==> config.mk <==
export PLATFORM = sky130hd
export DESIGN_NAME = vga_timing_ctrl
export DESIGN_NICKNAME = d
export VERILOG_FILES = /design/src/rtl/vga_timing_ctrl.sv
export SDC_FILE = /design/constraint.sdc
export NUM_CORES = 1
export LEC_CHECK = 0
export ABC_AREA = 0
export CORE_UTILIZATION = 44
export CTS_CLUSTER_DIAMETER = 100
export DETAILED_ROUTE_END_ITERATION = 7
export GPL_TIMING_DRIVEN = 0
export MAX_ROUTING_LAYER = met4
export PLACE_DENSITY = 0.72
export SKIP_LAST_GASP = 1
export SLEW_MARGIN = 30
export SYNTH_ARGS = -nofsm -noshare
export SYNTH_HDL_FRONTEND = slang
export SYNTH_SLANG_ARGS = --single-unit
==> constraint.sdc <==
create_clock -name clk -period 2.1 [get_ports clk]
set_clock_uncertainty 0.2 [all_clocks]
set_input_delay 0.21 -clock clk [delete_from_list [all_inputs] [get_ports clk]]
set_output_delay 0.21 -clock clk [all_outputs]
set_load 0.1 [all_outputs]
==> src/rtl/vga_timing_ctrl.sv <==
// VGA raster timing generator: pixel-rate enable, x/y counters, delayed sync/blank.
// Optional build macro VGA_FRAME_CNT_EN adds a 16-bit frame counter output.
`timescale 1ns/1ps

module vga_timing_ctrl #(
    parameter int CLK_DIV  = 2,
    parameter int H_ACTIVE = 640,
    parameter int H_FP     = 16,
    parameter int H_SYNC   = 96,
    parameter int H_BP     = 48,
    parameter int V_ACTIVE = 480,
    parameter int V_FP     = 10,
    parameter int V_SYNC   = 2,
    parameter int V_BP     = 33,
    parameter int SYNC_DLY = 2
) (
    input  logic        clk,
    input  logic        rst,
    output logic [9:0]  x,
    output logic [9:0]  y,
    output logic        pix_en,
    output logic        vga_clk,
    output logic        hsync,
    output logic        vsync,
    output logic        blank_n,
    output logic        sync_n,
    output logic        frame_start
`ifdef VGA_FRAME_CNT_EN
    ,
    output logic [15:0] frame_cnt
`endif
);

    localparam int H_TOTAL = H_ACTIVE + H_FP + H_SYNC + H_BP;
    localparam int V_TOTAL = V_ACTIVE + V_FP + V_SYNC + V_BP;
    localparam int DIV_W   = (CLK_DIV > 1) ? $clog2(CLK_DIV) : 1;

    localparam logic [DIV_W-1:0] DIV_LAST = DIV_W'(CLK_DIV - 1);
    localparam logic [9:0] H_LAST   = 10'(H_TOTAL - 1);
    localparam logic [9:0] V_LAST   = 10'(V_TOTAL - 1);
    localparam logic [9:0] H_ACT    = 10'(H_ACTIVE);
    localparam logic [9:0] V_ACT    = 10'(V_ACTIVE);
    localparam logic [9:0] HS_START = 10'(H_ACTIVE + H_FP);
    localparam logic [9:0] HS_END   = 10'(H_ACTIVE + H_FP + H_SYNC);
    localparam logic [9:0] VS_START = 10'(V_ACTIVE + V_FP);
    localparam logic [9:0] VS_END   = 10'(V_ACTIVE + V_FP + V_SYNC);

    logic [DIV_W-1:0] div_cnt_q, div_cnt_d;
    logic [9:0]       hcnt_q, hcnt_d;
    logic [9:0]       vcnt_q, vcnt_d;
    logic             frame_start_q, frame_start_d;
    logic             pix_tc;
    logic             hs_i, vs_i, de_i;
`ifdef VGA_FRAME_CNT_EN
    logic [15:0]      frame_cnt_q, frame_cnt_d;
`endif

    assign pix_tc = (div_cnt_q == DIV_LAST);

    always_comb begin
        div_cnt_d     = pix_tc ? '0 : div_cnt_q + 1'b1;
        hcnt_d        = hcnt_q;
        vcnt_d        = vcnt_q;
        frame_start_d = 1'b0;
        if (pix_tc) begin
            if (hcnt_q == H_LAST) begin
                hcnt_d = '0;
                if (vcnt_q == V_LAST) begin
                    vcnt_d        = '0;
                    frame_start_d = 1'b1;
                end else begin
                    vcnt_d = vcnt_q + 10'd1;
                end
            end else begin
                hcnt_d = hcnt_q + 10'd1;
            end
        end
`ifdef VGA_FRAME_CNT_EN
        frame_cnt_d = frame_start_d ? frame_cnt_q + 16'd1 : frame_cnt_q;
`endif
    end

    always_ff @(posedge clk) begin
        if (rst) begin
            div_cnt_q     <= '0;
            hcnt_q        <= '0;
            vcnt_q        <= '0;
            frame_start_q <= 1'b0;
`ifdef VGA_FRAME_CNT_EN
            frame_cnt_q   <= '0;
`endif
        end else begin
            div_cnt_q     <= div_cnt_d;
            hcnt_q        <= hcnt_d;
            vcnt_q        <= vcnt_d;
            frame_start_q <= frame_start_d;
`ifdef VGA_FRAME_CNT_EN
            frame_cnt_q   <= frame_cnt_d;
`endif
        end
    end

    // Raw timing decoded from the current counters, before alignment delay.
    always_comb begin
        hs_i = !((hcnt_q >= HS_START) && (hcnt_q < HS_END));
        vs_i = !((vcnt_q >= VS_START) && (vcnt_q < VS_END));
        de_i = (hcnt_q < H_ACT) && (vcnt_q < V_ACT);
    end

    generate
        if (SYNC_DLY == 0) begin : g_no_dly
            assign hsync   = hs_i | rst;
            assign vsync   = vs_i | rst;
            assign blank_n = de_i & ~rst;
        end else begin : g_dly
            localparam logic [2:0] DLY_IDLE = 3'b110;
            logic [2:0] dly_q [SYNC_DLY];
            logic [2:0] dly_d [SYNC_DLY];

            always_comb begin
                dly_d[0] = {hs_i, vs_i, de_i};
                for (int i = 1; i < SYNC_DLY; i++) begin
                    dly_d[i] = dly_q[i-1];
                end
            end

            always_ff @(posedge clk) begin
                if (rst) begin
                    for (int i = 0; i < SYNC_DLY; i++) begin
                        dly_q[i] <= DLY_IDLE;
                    end
                end else begin
                    for (int i = 0; i < SYNC_DLY; i++) begin
                        dly_q[i] <= dly_d[i];
                    end
                end
            end

            assign {hsync, vsync, blank_n} = dly_q[SYNC_DLY-1];
        end
    endgenerate

    // With one clk per pixel the DAC clock is held high instead of using ~clk.
    generate
        if (CLK_DIV == 1) begin : g_vclk_one
            assign vga_clk = ~rst;
        end else begin : g_vclk_div
            localparam logic [DIV_W-1:0] DIV_HALF = DIV_W'(CLK_DIV / 2);
            assign vga_clk = (div_cnt_q >= DIV_HALF);
        end
    endgenerate

    assign pix_en      = pix_tc & ~rst;
    assign x           = hcnt_q;
    assign y           = vcnt_q;
    assign sync_n      = 1'b0;
    assign frame_start = frame_start_q;
`ifdef VGA_FRAME_CNT_EN
    assign frame_cnt   = frame_cnt_q;
`endif

endmodule

==> flow_metrics.env <==
export IMPL_max_slew_margin_rel_pct=33.9
export IMPL_drive_above_1_share_pct=22.1
export IMPL_outcome="completed"
export IMPL_endpoint_kind="output pin"
export IMPL_powerDensity_nw_per_um2=554
export IMPL_grt_pass1_wl_mm=4.74
export IMPL_chipHeight_um=56.2
export IMPL_clk_latency_ns=0.33
export IMPL_required_ns=1.69
export IMPL_vias=1111
export IMPL_finalHoldViolations=0
export IMPL_num_antenna_cells=0
export IMPL_setup_viol_count_final=0
export IMPL_synth_flop_cell="dfxtp_1"
export IMPL_via_per_inst=5.47
export IMPL_multi_input_area_um2=719
export IMPL_holdBufCountCts=0
export IMPL_netlist_area_um2=1290
export IMPL_wl_met1_mm=1.30
export IMPL_cp_start_kind="flop"
export IMPL_slew_violations=0
export IMPL_fillers=258
export IMPL_initial_core_util_pct=46.8
export IMPL_track_usage_pct=19.7
export IMPL_fmax_mhz=489
export IMPL_cts_root_buf="clkbuf_4"
export IMPL_wl_met3_um=93
export IMPL_place_congestion=0.813
export IMPL_grt_max_degree=17
export IMPL_clkPwrFrac_pct=33.4
export IMPL_rsz0062_at_grt="false"
export IMPL_synth_seq_cells=28
export IMPL_cts_setup_buffers=0
export IMPL_worstSetupPathType="reg2out"
export IMPL_p_seq_share_pct=56.9
export IMPL_design_core_area_um2=2760
export IMPL_drc_errors=0
export IMPL_switchingPower_w=0.000249
export IMPL_regArea_um2=617
export IMPL_clock_path_buffers=2
export IMPL_period_needed_ns=2.04
export IMPL_cp_max_fo=7
export IMPL_topRoutingLayerUsed="met4"
export IMPL_drt_initial_drc_count=35
export IMPL_cts_num_sinks=28
export IMPL_fin_util_pct=61.4
export IMPL_ir_drop_mv=0.362
export IMPL_dieArea_um2=3160
export IMPL_synth_edf_count=0
export IMPL_wl_per_cell_um=13.4
export IMPL_cp_arrival_ns=1.63
export IMPL_syn_num_nets=148
export IMPL_maxCapViolations=0
export IMPL_power_total_w=0.000938
export IMPL_async_flop_share_pct=0
export IMPL_dpl_hpwl_mm=2.03
export IMPL_synth_seq_area_share_pct=43.4
export IMPL_internal_power_w=0.000688
export IMPL_syn_inst=141
export IMPL_ant_nets=0
export IMPL_rows=19
export IMPL_worstMarginPinSlew_ns=0.995
export IMPL_dr_wl_met2_mm=1.31
export IMPL_io_buffers=27
export IMPL_htreeDepth=1
export IMPL_p_comb_share_pct=9.7
export IMPL_fp_dieW_um=56.2
export IMPL_nNetsFinal=180
export IMPL_yosys_warnings=0
export IMPL_crit_chain="dlygate4sd2_1"
export IMPL_routed_wl_mm=2.73
export IMPL_cts_made_buffers=3
export IMPL_p_leak_nw=0.700
export IMPL_mostFrequentLayoutCells="23 x dlygate4sd2_1, 18 x nor2_1, 13 x dfxtp_4"
export IMPL_final_common_cell="dlygate4sd2_1"
export IMPL_first_global_vias=1038
export IMPL_hold_path_class="reg2reg"
export IMPL_crit_family="buffers and inverters"
export IMPL_io_pins=29
export IMPL_avgSynthCellArea_um2=9.16
export IMPL_netlist_cell_type_count=36
export IMPL_finalCritPeriodShare_pct=97.3
export IMPL_antenna_found_initial=0
export IMPL_firstDrtPassIters=4
export IMPL_worst_path_buf_inv=1
export IMPL_crit_slowest_cell="dlygate4sd2_1"
export IMPL_cts_tree="built"
export IMPL_overflow=0
export IMPL_clk_pin_slew_ns=0.16
export IMPL_cpPeakStageDelay_ns=0.88
export IMPL_syn2layout_area_growth_pct=31.1
export IMPL_swShare_pct=26.6
-- logic make-up (layout without fill, tap and decap cells) --
| family | after synthesis | in the layout | synth area share, % |
|---|---|---|---|
| other | 1 | 1 | 0.290 |
| flip-flops | 28 | 28 | 43.4 |
| multiplexers | 1 | 1 | 0.775 |
| buffers and inverters | 9 | 40 | 3.00 |
| AND/OR/NAND/NOR | 71 | 71 | 32.1 |
| AO/OA/AOI/OAI | 12 | 12 | 6.10 |
| XOR/XNOR | 14 | 14 | 9.50 |
| adder cells (fa/ha/maj) | 5 | 5 | 4.84 |
-- cell type report --
cell class                 instances  share of cell area [%]
clock buffer                       4                    2.81
tap                               31                    2.29
sequential                        28                    36.4
buffer                             3                   0.961
inverter                           6                    1.33
multi-input combinational        104                    42.5
timing repair buffer              27                    13.7
-- registers in the layout (all words and copies together) (netlist names) --
| name | cells |
|---|---|
| x | 10 |
| y | 10 |
| g_dly.dly_q | 6 |
| div_cnt_q | 1 |
| frame_start | 1 |
-- power groups by stage --
stage	combinational [W]	clock (W)	sequential (W)
after global placement	0.0000945	0	0.000546
final	0.0000905	0.000313	0.000534
after floorplan	0.0000370	0	0.000584
after CTS	0.0000918	0.000316	0.000534
after global routing	0.0000960	0.000338	0.000536
after detailed placement	0.0000959	0	0.000546
-- path summary, 6_finish.rpt --
path / startpoint / end / slack [ns] / depth (start not counted)
worst min register to register: g_dly.dly_q[0][2]$_SDFF_PP1_ / g_dly.dly_q[0][5]$_SDFF_PP1_ / 0.23 / 1
worst max register to register: x[5]$_SDFFE_PP0P_ / y[1]$_SDFFE_PP0P_ / 0.10 / 5
worst max-delay path: y[1]$_SDFFE_PP0P_ / y[1] / 0.06 / 1
worst min-delay path: g_dly.dly_q[0][2]$_SDFF_PP1_ / g_dly.dly_q[0][5]$_SDFF_PP1_ / 0.23 / 1
-- repair_timing --
| action | in CTS | in global routing |
|---|---|---|
| endpoints found under the hold margin | 0 | 0 |
| resized for setup | 27 | 4 |
| setup endpoints to repair | 26 | 3 |
-- Yosys cell counts, types with 2 or more instances --
library cell	count	area share, %
dfxtp_1	28	43
nor2_1	18	5.2
xnor2_1	10	6.8
nand2_1	9	2.6
nand3_1	9	3.5
inv_1	6	1.7
nor3_1	6	2.3
ha_1	5	4.8
nor4_1	5	2.4
o21ai_0	5	1.9
xor2_1	4	2.7
and3_1	3	1.5
nand4_1	3	1.5
or2_2	3	1.5
or3_1	3	1.5
a21oi_1	2	0.78
nand4bb_1	2	1.7
nor2b_1	2	0.97
-- metrics by stage --
| stage | std cells | setup slack [ns] | hold WS (ns) | cell area, µm² | setup TNS (ns) |
|---|---|---|---|---|---|
| 5_1_grt | 203 | 0.00322 | 0.245 | 1690 | 0 |
| 6_report | 203 | 0.0562 | 0.227 | 1690 | 0 |
| 4_1_cts | 203 | -0.254 | 0.231 | 1700 | -0.254 |
| 3_3_place_gp | 199 | -0.545 | 0.194 | 1680 | -0.545 |
| 2_1_floorplan | 141 | 0.00661 | 0.189 | 1380 | 0 |
| 3_5_place_dp | 199 | -0.557 | 0.196 | 1680 | -0.557 |
-- layer usage --
| metal | up-vias | track usage (%) |
|---|---|---|
| met5 | - | - |
| met1 | 529 | 26.1 |
| met2 | 24 | 31.1 |
| met3 | 2 | 2.79 |
| li1 | 556 | - |
| met4 | 0 | 6.27 |
(Power assumes the default switching activity.)
